$ cat src/rtl/lfm_phase_gen_if.sv
// Handshake and sample bundle between the chirp phase generator and its
// requester/consumer; modport slave is the generator side.
interface lfm_phase_gen_if #(
    parameter int OUT_W = 12
);
    logic             START;
    logic             READY;
    logic [OUT_W-1:0] PHASE;
    logic             VALID;
    logic             SIGN_START_CALC;
    logic             SIGN_STOP_CALC;
    logic             BUSY;

    modport slave (
        input  START,
        input  READY,
        output PHASE,
        output VALID,
        output SIGN_START_CALC,
        output SIGN_STOP_CALC,
        output BUSY
    );

    modport master (
        output START,
        output READY,
        input  PHASE,
        input  VALID,
        input  SIGN_START_CALC,
        input  SIGN_STOP_CALC,
        input  BUSY
    );
endinterface

$ cat src/rtl/lfm_phase_gen.sv
// LFM chirp phase generator: quadratic phase from a ramped frequency word.
// Define LFM_DOWN_CHIRP_EN for a descending chirp (frequency word decrements).
module lfm_phase_gen #(
    parameter int                 PHASE_W   = 32,
    parameter int                 OUT_W     = 12,
    parameter logic [PHASE_W-1:0] FREQ_INIT = 32'h0100_0000,
    parameter logic [PHASE_W-1:0] FREQ_STEP = 32'h0000_1000,
    parameter logic [15:0]        PULSE_LEN = 16'd1000
) (
    input  logic           CLK,
    input  logic           RESET,
    lfm_phase_gen_if.slave bus
);

    typedef enum logic {
        S_IDLE,
        S_RUN
    } state_t;

    state_t             r_state;
    state_t             w_state_nxt;
    logic [PHASE_W-1:0] r_acc;
    logic [PHASE_W-1:0] w_acc_nxt;
    logic [PHASE_W-1:0] r_freq;
    logic [PHASE_W-1:0] w_freq_nxt;
    logic [15:0]        r_cnt;
    logic [15:0]        w_cnt_nxt;
    logic [OUT_W-1:0]   r_phase;
    logic [OUT_W-1:0]   w_phase_nxt;
    logic               r_valid;
    logic               w_valid_nxt;
    logic               r_busy;
    logic               w_busy_nxt;
    logic               r_sstart;
    logic               w_sstart_nxt;
    logic               r_sstop;
    logic               w_sstop_nxt;

    logic               w_req;
    logic               w_last;
    logic [PHASE_W-1:0] w_freq_upd;
    logic [PHASE_W-1:0] w_freq_first;

`ifdef LFM_DOWN_CHIRP_EN
    assign w_freq_upd   = r_freq - FREQ_STEP;
    assign w_freq_first = FREQ_INIT - FREQ_STEP;
`else
    assign w_freq_upd   = r_freq + FREQ_STEP;
    assign w_freq_first = FREQ_INIT + FREQ_STEP;
`endif

    assign w_req  = bus.START && bus.READY;
    assign w_last = (r_state == S_RUN) && (r_cnt == PULSE_LEN);

    always_comb begin
        w_state_nxt  = r_state;
        w_acc_nxt    = r_acc;
        w_freq_nxt   = r_freq;
        w_cnt_nxt    = r_cnt;
        w_phase_nxt  = '0;
        w_valid_nxt  = 1'b0;
        w_busy_nxt   = 1'b0;
        w_sstart_nxt = 1'b0;
        w_sstop_nxt  = 1'b0;
        unique case (r_state)
            S_IDLE: begin
                if (w_req) begin
                    w_state_nxt  = S_RUN;
                    w_acc_nxt    = FREQ_INIT;
                    w_freq_nxt   = w_freq_first;
                    w_cnt_nxt    = 16'd1;
                    w_valid_nxt  = 1'b1;
                    w_busy_nxt   = 1'b1;
                    w_sstart_nxt = 1'b1;
                    w_sstop_nxt  = (PULSE_LEN == 16'd1);
                end
            end
            S_RUN: begin
                if (w_last) begin
                    // Back-to-back pulse is allowed on the closing edge
                    w_state_nxt = S_IDLE;
                    w_acc_nxt   = '0;
                    w_freq_nxt  = FREQ_INIT;
                    w_cnt_nxt   = '0;
                    if (w_req) begin
                        w_state_nxt  = S_RUN;
                        w_acc_nxt    = FREQ_INIT;
                        w_freq_nxt   = w_freq_first;
                        w_cnt_nxt    = 16'd1;
                        w_valid_nxt  = 1'b1;
                        w_busy_nxt   = 1'b1;
                        w_sstart_nxt = 1'b1;
                        w_sstop_nxt  = (PULSE_LEN == 16'd1);
                    end
                end else begin
                    w_phase_nxt = r_acc[PHASE_W-1 -: OUT_W];
                    w_acc_nxt   = r_acc + r_freq;
                    w_freq_nxt  = w_freq_upd;
                    w_cnt_nxt   = r_cnt + 16'd1;
                    w_valid_nxt = 1'b1;
                    w_busy_nxt  = 1'b1;
                    w_sstop_nxt = (r_cnt == PULSE_LEN - 16'd1);
                end
            end
            default: w_state_nxt = S_IDLE;
        endcase
    end

    always_ff @(posedge CLK or negedge RESET) begin
        if (!RESET) begin
            r_state  <= S_IDLE;
            r_acc    <= '0;
            r_freq   <= FREQ_INIT;
            r_cnt    <= '0;
            r_phase  <= '0;
            r_valid  <= 1'b0;
            r_busy   <= 1'b0;
            r_sstart <= 1'b0;
            r_sstop  <= 1'b0;
        end else begin
            r_state  <= w_state_nxt;
            r_acc    <= w_acc_nxt;
            r_freq   <= w_freq_nxt;
            r_cnt    <= w_cnt_nxt;
            r_phase  <= w_phase_nxt;
            r_valid  <= w_valid_nxt;
            r_busy   <= w_busy_nxt;
            r_sstart <= w_sstart_nxt;
            r_sstop  <= w_sstop_nxt;
        end
    end

    assign bus.PHASE           = r_phase;
    assign bus.VALID           = r_valid;
    assign bus.BUSY            = r_busy;
    assign bus.SIGN_START_CALC = r_sstart;
    assign bus.SIGN_STOP_CALC  = r_sstop;

endmodule

$ cat src/flat_wrapper.sv
// flat-port wrapper written by rule: the top's interface ports become plain ports
module lfm_phase_gen_flat 
#(
    parameter int                 PHASE_W   = 32,
    parameter int                 OUT_W     = 12,
    parameter logic [PHASE_W-1:0] FREQ_INIT = 32'h0100_0000,
    parameter logic [PHASE_W-1:0] FREQ_STEP = 32'h0000_1000,
    parameter logic [15:0]        PULSE_LEN = 16'd1000
)
  (CLK, RESET, bus_START, bus_READY, bus_PHASE, bus_VALID, bus_SIGN_START_CALC, bus_SIGN_STOP_CALC, bus_BUSY);
  lfm_phase_gen_if #(.OUT_W(OUT_W)) bus_i ();
  input  logic CLK;
  input  logic RESET;
  input wire logic [$bits(bus_i.START)-1:0] bus_START;
  input wire logic [$bits(bus_i.READY)-1:0] bus_READY;
  output wire logic [$bits(bus_i.PHASE)-1:0] bus_PHASE;
  output wire logic [$bits(bus_i.VALID)-1:0] bus_VALID;
  output wire logic [$bits(bus_i.SIGN_START_CALC)-1:0] bus_SIGN_START_CALC;
  output wire logic [$bits(bus_i.SIGN_STOP_CALC)-1:0] bus_SIGN_STOP_CALC;
  output wire logic [$bits(bus_i.BUSY)-1:0] bus_BUSY;
  assign bus_i.START = bus_START;
  assign bus_i.READY = bus_READY;
  assign bus_PHASE = bus_i.PHASE;
  assign bus_VALID = bus_i.VALID;
  assign bus_SIGN_START_CALC = bus_i.SIGN_START_CALC;
  assign bus_SIGN_STOP_CALC = bus_i.SIGN_STOP_CALC;
  assign bus_BUSY = bus_i.BUSY;
  lfm_phase_gen #(.PHASE_W(PHASE_W), .OUT_W(OUT_W), .FREQ_INIT(FREQ_INIT), .FREQ_STEP(FREQ_STEP), .PULSE_LEN(PULSE_LEN)) u_core (.CLK(CLK), .RESET(RESET), .bus(bus_i));
endmodule
$ cat config.mk
export PLATFORM = sky130hd
export DESIGN_NAME = lfm_phase_gen_flat
export DESIGN_NICKNAME = d
export VERILOG_FILES = /design/src/rtl/lfm_phase_gen_if.sv /design/src/rtl/lfm_phase_gen.sv /design/src/flat_wrapper.sv
export SDC_FILE = /design/constraint.sdc
export NUM_CORES = 1
export LEC_CHECK = 0
export BUFFER_PORTS_ARGS = -buffer_cell sky130_fd_sc_hd__buf_2
export CAP_MARGIN = 20
export CORE_UTILIZATION = 33
export DETAILED_ROUTE_END_ITERATION = 16
export GPL_TIMING_DRIVEN = 1
export PLACE_DENSITY = 0.56
export SYNTH_ARGS = -nofsm -noshare
export SYNTH_HDL_FRONTEND = slang
export SYNTH_SLANG_ARGS = --single-unit
$ cat constraint.sdc
create_clock -name CLK -period 2.62 [get_ports CLK]
set_input_delay 0.131 -clock CLK [delete_from_list [all_inputs] [get_ports CLK]]
set_output_delay 0.131 -clock CLK [all_outputs]
set_load 0.01 [all_outputs]
==> summary.md, run 1 <==
| Metric | Value |
|---|---|
| Clock buffer depth | 2 |
| Initial Util | 33.8% |
| Cell Area, Synth | 0.00406 mm^2 |
| Vias post-DR | 3412 |
| Highest Clock Rate | 403 MHz |
| Drt pass-1 iters | 6 |
| Routed Antenna Nets | 0 |
| RSZ-0062 raised after global routing | false |
| Final Setup Violations | 0 |
| Root Driver | clkbuf_16 |
| CTS Buf Count | 9 |
| Startpoint types | flop |
| Critical path fanouts, max | 7 |
| Post-route DRC violation count | 0 |
| Critical Path RT | 2880 ps |
| CP Cell Sequence | ha_1 > nand3_1 > o221a_1 > o21ai_4 > a31oi_2 > or4b_1 > a31oi_1 |
| Wire length on met3 | 292 um |
| Hold slack final | 71.4 ps |
| Width of the die | 113 um |
| Leakage power | 1.91 nW |
| DRT iter0 DRCs | 186 |
| Post-Layout Inst Area | 0.00473 mm^2 |
| DR WL/cell | 15.1 um |
| Max Clock Skew | 8.36 ps |
| Vias/cell | 5.48 |
| Placed cell area | 0.00439 mm^2 |
| H-tree Lvls | 3 |
| Internal power | 2.87 mW |
| Final net count | 497 |
| First-pass GRT wire length | 16.5 mm |
| Synth Net Count | 473 |
| Share of power burned in registers | 33.9% |
| CTS tree | done |
| Period utilization | 94.8% |
| Layout cells sized above 1 | 13.4% |
| Initial antenna violation count | 0 |
| Synth area leader | dfrtp_1 |
| PwrDens | 936 mW/mm^2 |
| M1 WL | 4.47 mm |
| Top post-synthesis cells by area | dfrtp_1 43%, ha_1 6.8%, o21ai_0 6.0% |
| Sw power | 1.55 mW |
| Status | complete, no violations |
| IO Pins | 20 |
| Post-Route WL | 9.39 mm |
| Die H | 113 um |
| GRT Total Usage | 16.4% |
| Max Slew Vio Count | 0 |
| YS warnings | 0 |
| Port bufs | 19 |
| Critical-path top delay cell | or4b_1 |
| Synth unique cells | 59 |
| Aggregate global routing overflow | 0 |
| Syn Area/Cell | 9.08 um^2 |
| Clock network fraction of total power | 28.1% |
| Layout area overhead | 16.5% |
| Vias in the first global route | 3351 |
| Sequential area share after synthesis | 43.8% |
| Post-synth EDFFs | 0 |
| CP Class | reg -> reg |
| Cells after Synth | 447 |
| Clock latency on the worst-skew pair | 350 ps |
| Core footprint | 0.0120 mm^2 |
| Slowest stage delay, CP | 510 ps |
| FP Rows | 40 |
| Setup TNS Final | 0 ps |
| Die area | 0.0127 mm^2 |
| DP Cell Count | 605 |
| Most used DFF post-synth | dfrtp_1 |
| Post-route minimum period | 2480 ps |
| Worst Setup End Kind | flop |
| Non-Filler Instances | 623 |
| Largest net degree at the start of global routing | 72 |
| Peak supply drop | 0.338 mV |
| Asr flop ratio synth | 100% |
| Top cell type's share of synthesized area | 43.2% |
| Max layer used | met4 |
| Worst Path Arrival | 2750 ps |
| Slew Limit Headroom | 39.8% |
| Diode count | 0 |
| Max Cap Violations | 0 |
| Slew @ Worst Pin | 903 ps |
| Clock Sinks | 71 |
| Clk pin slew, worst setup/hold paths | 60 ps |
| Buf+Inv Stages, Crit Path | 0 |
| Combinational power share | 38.0% |
| Endpoints failing hold | 0 |
| Met2 wire length | 4.38 mm |
| CP top delay family | compound AO/OA/AOI/OAI gates |
| RePlAce Congestion | 0.848 |
| Yosys reg bits | 71 |
| Hpwl dp | 6.27 mm |
| Hold WC Path Type | in -> reg |
| Switching portion of total power | 35.1% |
-- kinds of logic after synthesis --
family	count (synthesis)	share of synthesized area, %
xor gates and xnor gates	22	4.75
AOI/OAI and AO/OA	129	20.2
buffers and inverters	34	3.39
DFF	71	43.8
adders and majority gates	22	6.78
and+or+nand+nor	169	21.1
-- power groups by stage --
stage | logic, mW | registers, mW | clock network (mW)
floorplan | 1.17 | 1.53 | 0
global placement | 1.60 | 1.51 | 0
detailed placement | 1.61 | 1.51 | 0
CTS | 1.63 | 1.50 | 1.27
global route | 1.89 | 1.53 | 1.32
finish | 1.68 | 1.50 | 1.24
-- worst paths after layout --
kind	from	endpoint	slack (ps)	cells past startpoint
min in group asynchronous	RESET	u_core.r_cnt[9]	460	2
hold / removal	bus_READY	u_core.bus.VALID	70	3
hold reg to reg	u_core.r_acc[13]	u_core.r_acc[13]	490	2
setup reg to reg	u_core.r_freq[15]	u_core.r_acc[28]	140	7
max in group asynchronous	RESET	u_core.r_acc[26]	1580	2
setup / recovery	u_core.r_freq[15]	u_core.r_acc[28]	140	7
-- metrics by stage --
step	total power, mW	setup slack [ps]	util (%)
after floorplan	2.69	299	-
after CTS	4.40	114	39.1
after global routing	4.73	5.84	39.3
after global placement	3.11	180	36.5
after detailed placement	3.13	125	36.5
final	4.42	137	39.3
-- cell usage after synthesis, types with 2 or more instances --
master    instances
buf_2             4
o22ai_1           2
a21oi_1          24
xor2_1            8
or4b_1            2
ha_1             22
a21o_1            9
o31ai_1           4
nand2_1          48
and2_1           14
xnor2_1          14
o211ai_1          4
nor2_1           33
a22o_1            2
clkbuf_1         15
a211oi_1          4
nor3b_1           2
nor2b_1           4
nor3_1            9
a32o_1            2
o21ai_0          49
a311oi_1          2
a221o_1           2
nand4_1          15
inv_1            13
and3_1            5
nand2b_1          4
nor4_1            2
nand3_1          21
nand4b_1          2
dfrtp_1          70
o21bai_1          3
a31oi_1           7
-- timing repair --
item | in CTS | in global routing
hold endpoints to repair | 70 | 0
buffers inserted | 0 | 1
resized for setup | 0 | 6
hold buffers | 1 | 0
setup endpoints to repair | 0 | 3
-- layer usage --
layer	track usage, %	vias up
li1	-	1672
met1	21.0	1664
met2	26.5	62
met3	3.37	14
met4	7.89	0
met5	0	-
-- tightest hold or removal path, cell delays in order --
cell,delay (ps)
buf_2,120
nand2_1,70
nand2_1,60
-- registers in the layout, indices dropped and copies added, names as in the netlist --
signal / cells
u_core.bus.PHASE: 12
u_core.bus.SIGN_START_CALC: 1
u_core.bus.SIGN_STOP_CALC: 1
u_core.bus.VALID: 1
u_core.r_acc: 20
u_core.r_cnt: 16
u_core.r_freq: 20
-- placed cells by master, fill, tap and decap left out, drive strengths merged, types with 2 or more instances in the layout --
| master | instances |
|---|---|
| a221o | 2 |
| a22o | 2 |
| nand2 | 48 |
| dfrtp | 70 |
| nor3 | 10 |
| or4b | 2 |
| xnor2 | 14 |
| nand4b | 2 |
| and3 | 6 |
| nand3 | 21 |
| nor2b | 4 |
| clkinv | 3 |
| ha | 22 |
| clkinvlp | 2 |
| a211oi | 5 |
| nand4 | 15 |
| nor4b | 2 |
| nor2 | 33 |
| a31oi | 8 |
| clkbuf | 10 |
| o22ai | 2 |
| o21ai | 50 |
| nor3b | 2 |
| o21bai | 3 |
| nor4 | 2 |
| a21o | 9 |
| a21oi | 24 |
| a32o | 2 |
| o31ai | 4 |
| and2 | 15 |
| o211ai | 4 |
| xor2 | 8 |
| buf | 33 |
| a311oi | 2 |
| nand2b | 4 |
| inv | 13 |
-- area by class of cell --
class | instances | area, um^2
fill | 1215 | 7290
multi-input combinational | 342 | 2190
sequential | 71 | 1780
clock buffer | 10 | 239
timing repair buffer | 34 | 225
tap | 147 | 184
clock inverter | 6 | 60.1
inverter | 13 | 48.8
No activity file was read; power rests on OpenSTA's default activity.
==> inputs of run 2 (changes only) <==
--- a/config.mk
+++ b/config.mk
@@ -7,10 +7,12 @@
 export LEC_CHECK = 0
 export BUFFER_PORTS_ARGS = -buffer_cell sky130_fd_sc_hd__buf_2
 export CAP_MARGIN = 20
+export CELL_PAD_IN_SITES_DETAIL_PLACEMENT = 1
+export CELL_PAD_IN_SITES_GLOBAL_PLACEMENT = 2
 export CORE_UTILIZATION = 33
 export DETAILED_ROUTE_END_ITERATION = 16
 export GPL_TIMING_DRIVEN = 1
-export PLACE_DENSITY = 0.56
+export PLACE_DENSITY = 0.77
 export SYNTH_ARGS = -nofsm -noshare
 export SYNTH_HDL_FRONTEND = slang
 export SYNTH_SLANG_ARGS = --single-unit
==> constraint.sdc (replaced) <==
create_clock -name CLK -period 2.62 [get_ports CLK]
set_input_delay 0.131 -clock CLK [delete_from_list [all_inputs] [get_ports CLK]]
set_output_delay 0.131 -clock CLK [all_outputs]
set_load 0.005 [all_outputs]
==> run 2 against run 1 <==
Effect of this change:
- total power down 1.3%
- via count up 0.91%
- maximum frequency down 0.77%
- sequential power about the same
==> summary.md, run 2 (same netlist as run 1, synthesis figures left out) <==
| Metric | Value |
|---|---|
| Status | complete, no violations |
| RePlAce Congestion | 0.761 (-10%) |
| Port bufs | 19 (unchanged) |
| Endpoints failing hold | 0 (unchanged) |
| Slew Limit Headroom | 37.0% (-2.8 points) |
| Vias/cell | 5.52 (+0.75%) |
| FP Rows | 40 (unchanged) |
| Initial Util | 33.8% (unchanged) |
| Layout area overhead | 16.7% |
| Critical Path RT | 2850 ps (-30 ps) |
| Post-route DRC violation count | 0 (unchanged) |
| # Post-CTS Setup Buffers | 0 (unchanged) |
| Biggest regs | u_core.r_acc (20), u_core.r_freq (20), u_core.r_cnt (16) |
| Worst Path Arrival | 2730 ps (-20 ps) |
| Worst Setup End Kind | flop |
| Total power | 4.37 mW (-1.3%) |
| Register area | 0.00178 mm^2 (unchanged) |
| Clock buffer depth | 2 (unchanged) |
| Die H | 113 um (unchanged) |
| Slew @ Worst Pin | 945 ps (+42.0 ps) |
| Clk pin slew, worst setup/hold paths | 60 ps (about the same) |
| Clock latency on the worst-skew pair | 340 ps (about the same) |
| PwrDens | 922 mW/mm^2 (-1.5%) |
| Final Setup Violations | 0 (unchanged) |
| Placed cell area | 0.00441 mm^2 (+0.63%) |
| Routed Antenna Nets | 0 (unchanged) |
| Post-route minimum period | 2500 ps (+19.3 ps) |
| First-pass GRT wire length | 18.6 mm (+13%) |
| Aggregate global routing overflow | 0 (unchanged) |
| Max Cap Violations | 0 (unchanged) |
| Max Slew Vio Count | 0 (unchanged) |
| Layout fillers | 1407 (+16%) |
| Post-Route WL | 10.9 mm (+16%) |
| Highest Clock Rate | 400 MHz (-0.77%) |
| Setup TNS Final | 0 ps (unchanged) |
| Vias post-DR | 3443 (+0.91%) |
| Die area | 0.0127 mm^2 (unchanged) |
| Diode count | 0 (unchanged) |
| Drt pass-1 iters | 4 (-2) |
| Setup Slack @ Placement | 123 ps (-2.05 ps) |
| RSZ-0062 raised after global routing | false |
| CP Cell Sequence | ha_1 > a21o_1 > a211oi_2 > o21ai_4 > and3_4 > or4_1 > a32o_1 |
| Vias in the first global route | 3615 (+7.9%) |
| Hold slack final | 85.9 ps (+14.5 ps) |
| Root Driver | clkbuf_16 |
| Min-Delay Path Depth | 3 (unchanged) |
| IO Pins | 20 (unchanged) |
| Final WS setup | 117 ps (-19.3 ps) |
| Startpoint types | flop |
| Peak supply drop | 0.444 mV (+31%) |
| RR Startpoint | u_core.r_freq[19] |
| DP Cell Count | 607 (+0.33%) |
| Critical path fanouts, max | 7 (unchanged) |
| Commonest non-fill, non-tap cells in the layout | 70 x dfrtp_1, 49 x o21ai_0, 48 x nand2_1, 33 x nor2_1, 23 x a21oi_1 |
| Non-Filler Instances | 624 (+0.16%) |
| CP Class | reg -> reg |
| Initial antenna violation count | 0 (unchanged) |
| Layout cells sized above 1 | 13.4% (-0.028 points) |
| Most common cell after layout, fill and taps aside | dfrtp_1 |
| Post-Layout Inst Area | 0.00474 mm^2 (+0.21%) |
| Hold WC Path Type | in -> reg |
| DRT iter0 DRCs | 143 (-23%) |
| GRT Total Usage | 18.9% (+2.5 points) |
| Hold Path End | u_core.bus.VALID |
| Final net count | 498 (+0.20%) |
| DR WL/cell | 17.4 um (+16%) |
| Clock Sinks | 71 (unchanged) |
| Worst R2R Path Depth | 7 (unchanged) |
| Hpwl dp | 7.44 mm (+19%) |
| Largest net degree at the start of global routing | 72 (unchanged) |
| CTS tree | done |
| Width of the die | 113 um (unchanged) |
| Multi-input logic area | 0.00219 mm^2 (+0.17%) |
| CTS Buf Count | 9 (unchanged) |
| Final core occ | 39.4% (+0.083 points) |
| R2R Path End | u_core.r_acc[30] |
| Period utilization | 95.5% (+0.74 points) |
| Leakage power | 1.91 nW (about the same) |
| H-tree Lvls | 3 (unchanged) |
| Slowest stage delay, CP | 490 ps (-20 ps) |
| Flop-to-flop setup slack | 120 ps (-20 ps) |
| Core footprint | 0.0120 mm^2 (unchanged) |
| Critical-path top delay cell | or4_1 |
| Hold path startpoint | bus_READY |
| Max Clock Skew | 6.74 ps (-1.62 ps) |
==> run 2: layout make-up <==
cell class / count / share of cell area, %
multi-input cells: 342 / 46.3
flip-flops and latches: 71 / 37.5
clock buffers: 11 / 5.34
repair buffers: 35 / 5.18
well taps: 147 / 3.88
inverters: 13 / 1.03
clock inverters: 5 / 0.687
==> run 2: power breakdown <==
| part | switching [mW] | internal [mW] | total [mW] |
|---|---|---|---|
| logic | 0.921 | 0.764 | 1.69 |
| registers | 0.145 | 1.35 | 1.49 |
| clock network | 0.499 | 0.689 | 1.19 |
==> run 2: how the worst max path moves through the flow <==
stage | startpoint | end | slack (ps)
after floorplan | u_core.r_freq[19] | u_core.r_acc[30] | 300
after global placement | u_core.r_freq[13] | u_core.r_acc[30] | 170
after detailed placement | u_core.r_freq[14] | u_core.r_acc[28] | 120
after CTS | u_core.r_freq[14] | u_core.r_acc[28] | 100
after global routing | u_core.r_freq[23] | u_core.r_acc[31] | 2
final | u_core.r_freq[19] | u_core.r_acc[30] | 120
==> run 2: critical path: cells and delay by family, from the launching register on <==
family	cells	cell delay, ps
DFF	1	410
AOI/OAI and AO/OA	4	900
and+or+nand+nor	2	680
adders and majority gates	1	400
==> run 2: timing repair <==
item,CTS,global route
hold buffers,1,0
endpoints found under the setup margin,0,2
endpoints found under the hold margin,70,0
resized for setup,0,4
==> run 2: layer usage <==
metal | part of all wire (%) | wire [um] | GRT usage (%) | vias up
met4 | 1.7 | 184 | 8.33 | 0
li1 | - | - | - | 1677
met2 | 48 | 5240 | 30.9 | 27
met3 | 1.6 | 172 | 3.27 | 13
met1 | 49 | 5270 | 24.7 | 1726
met5 | 0 | 0 | 0 | -
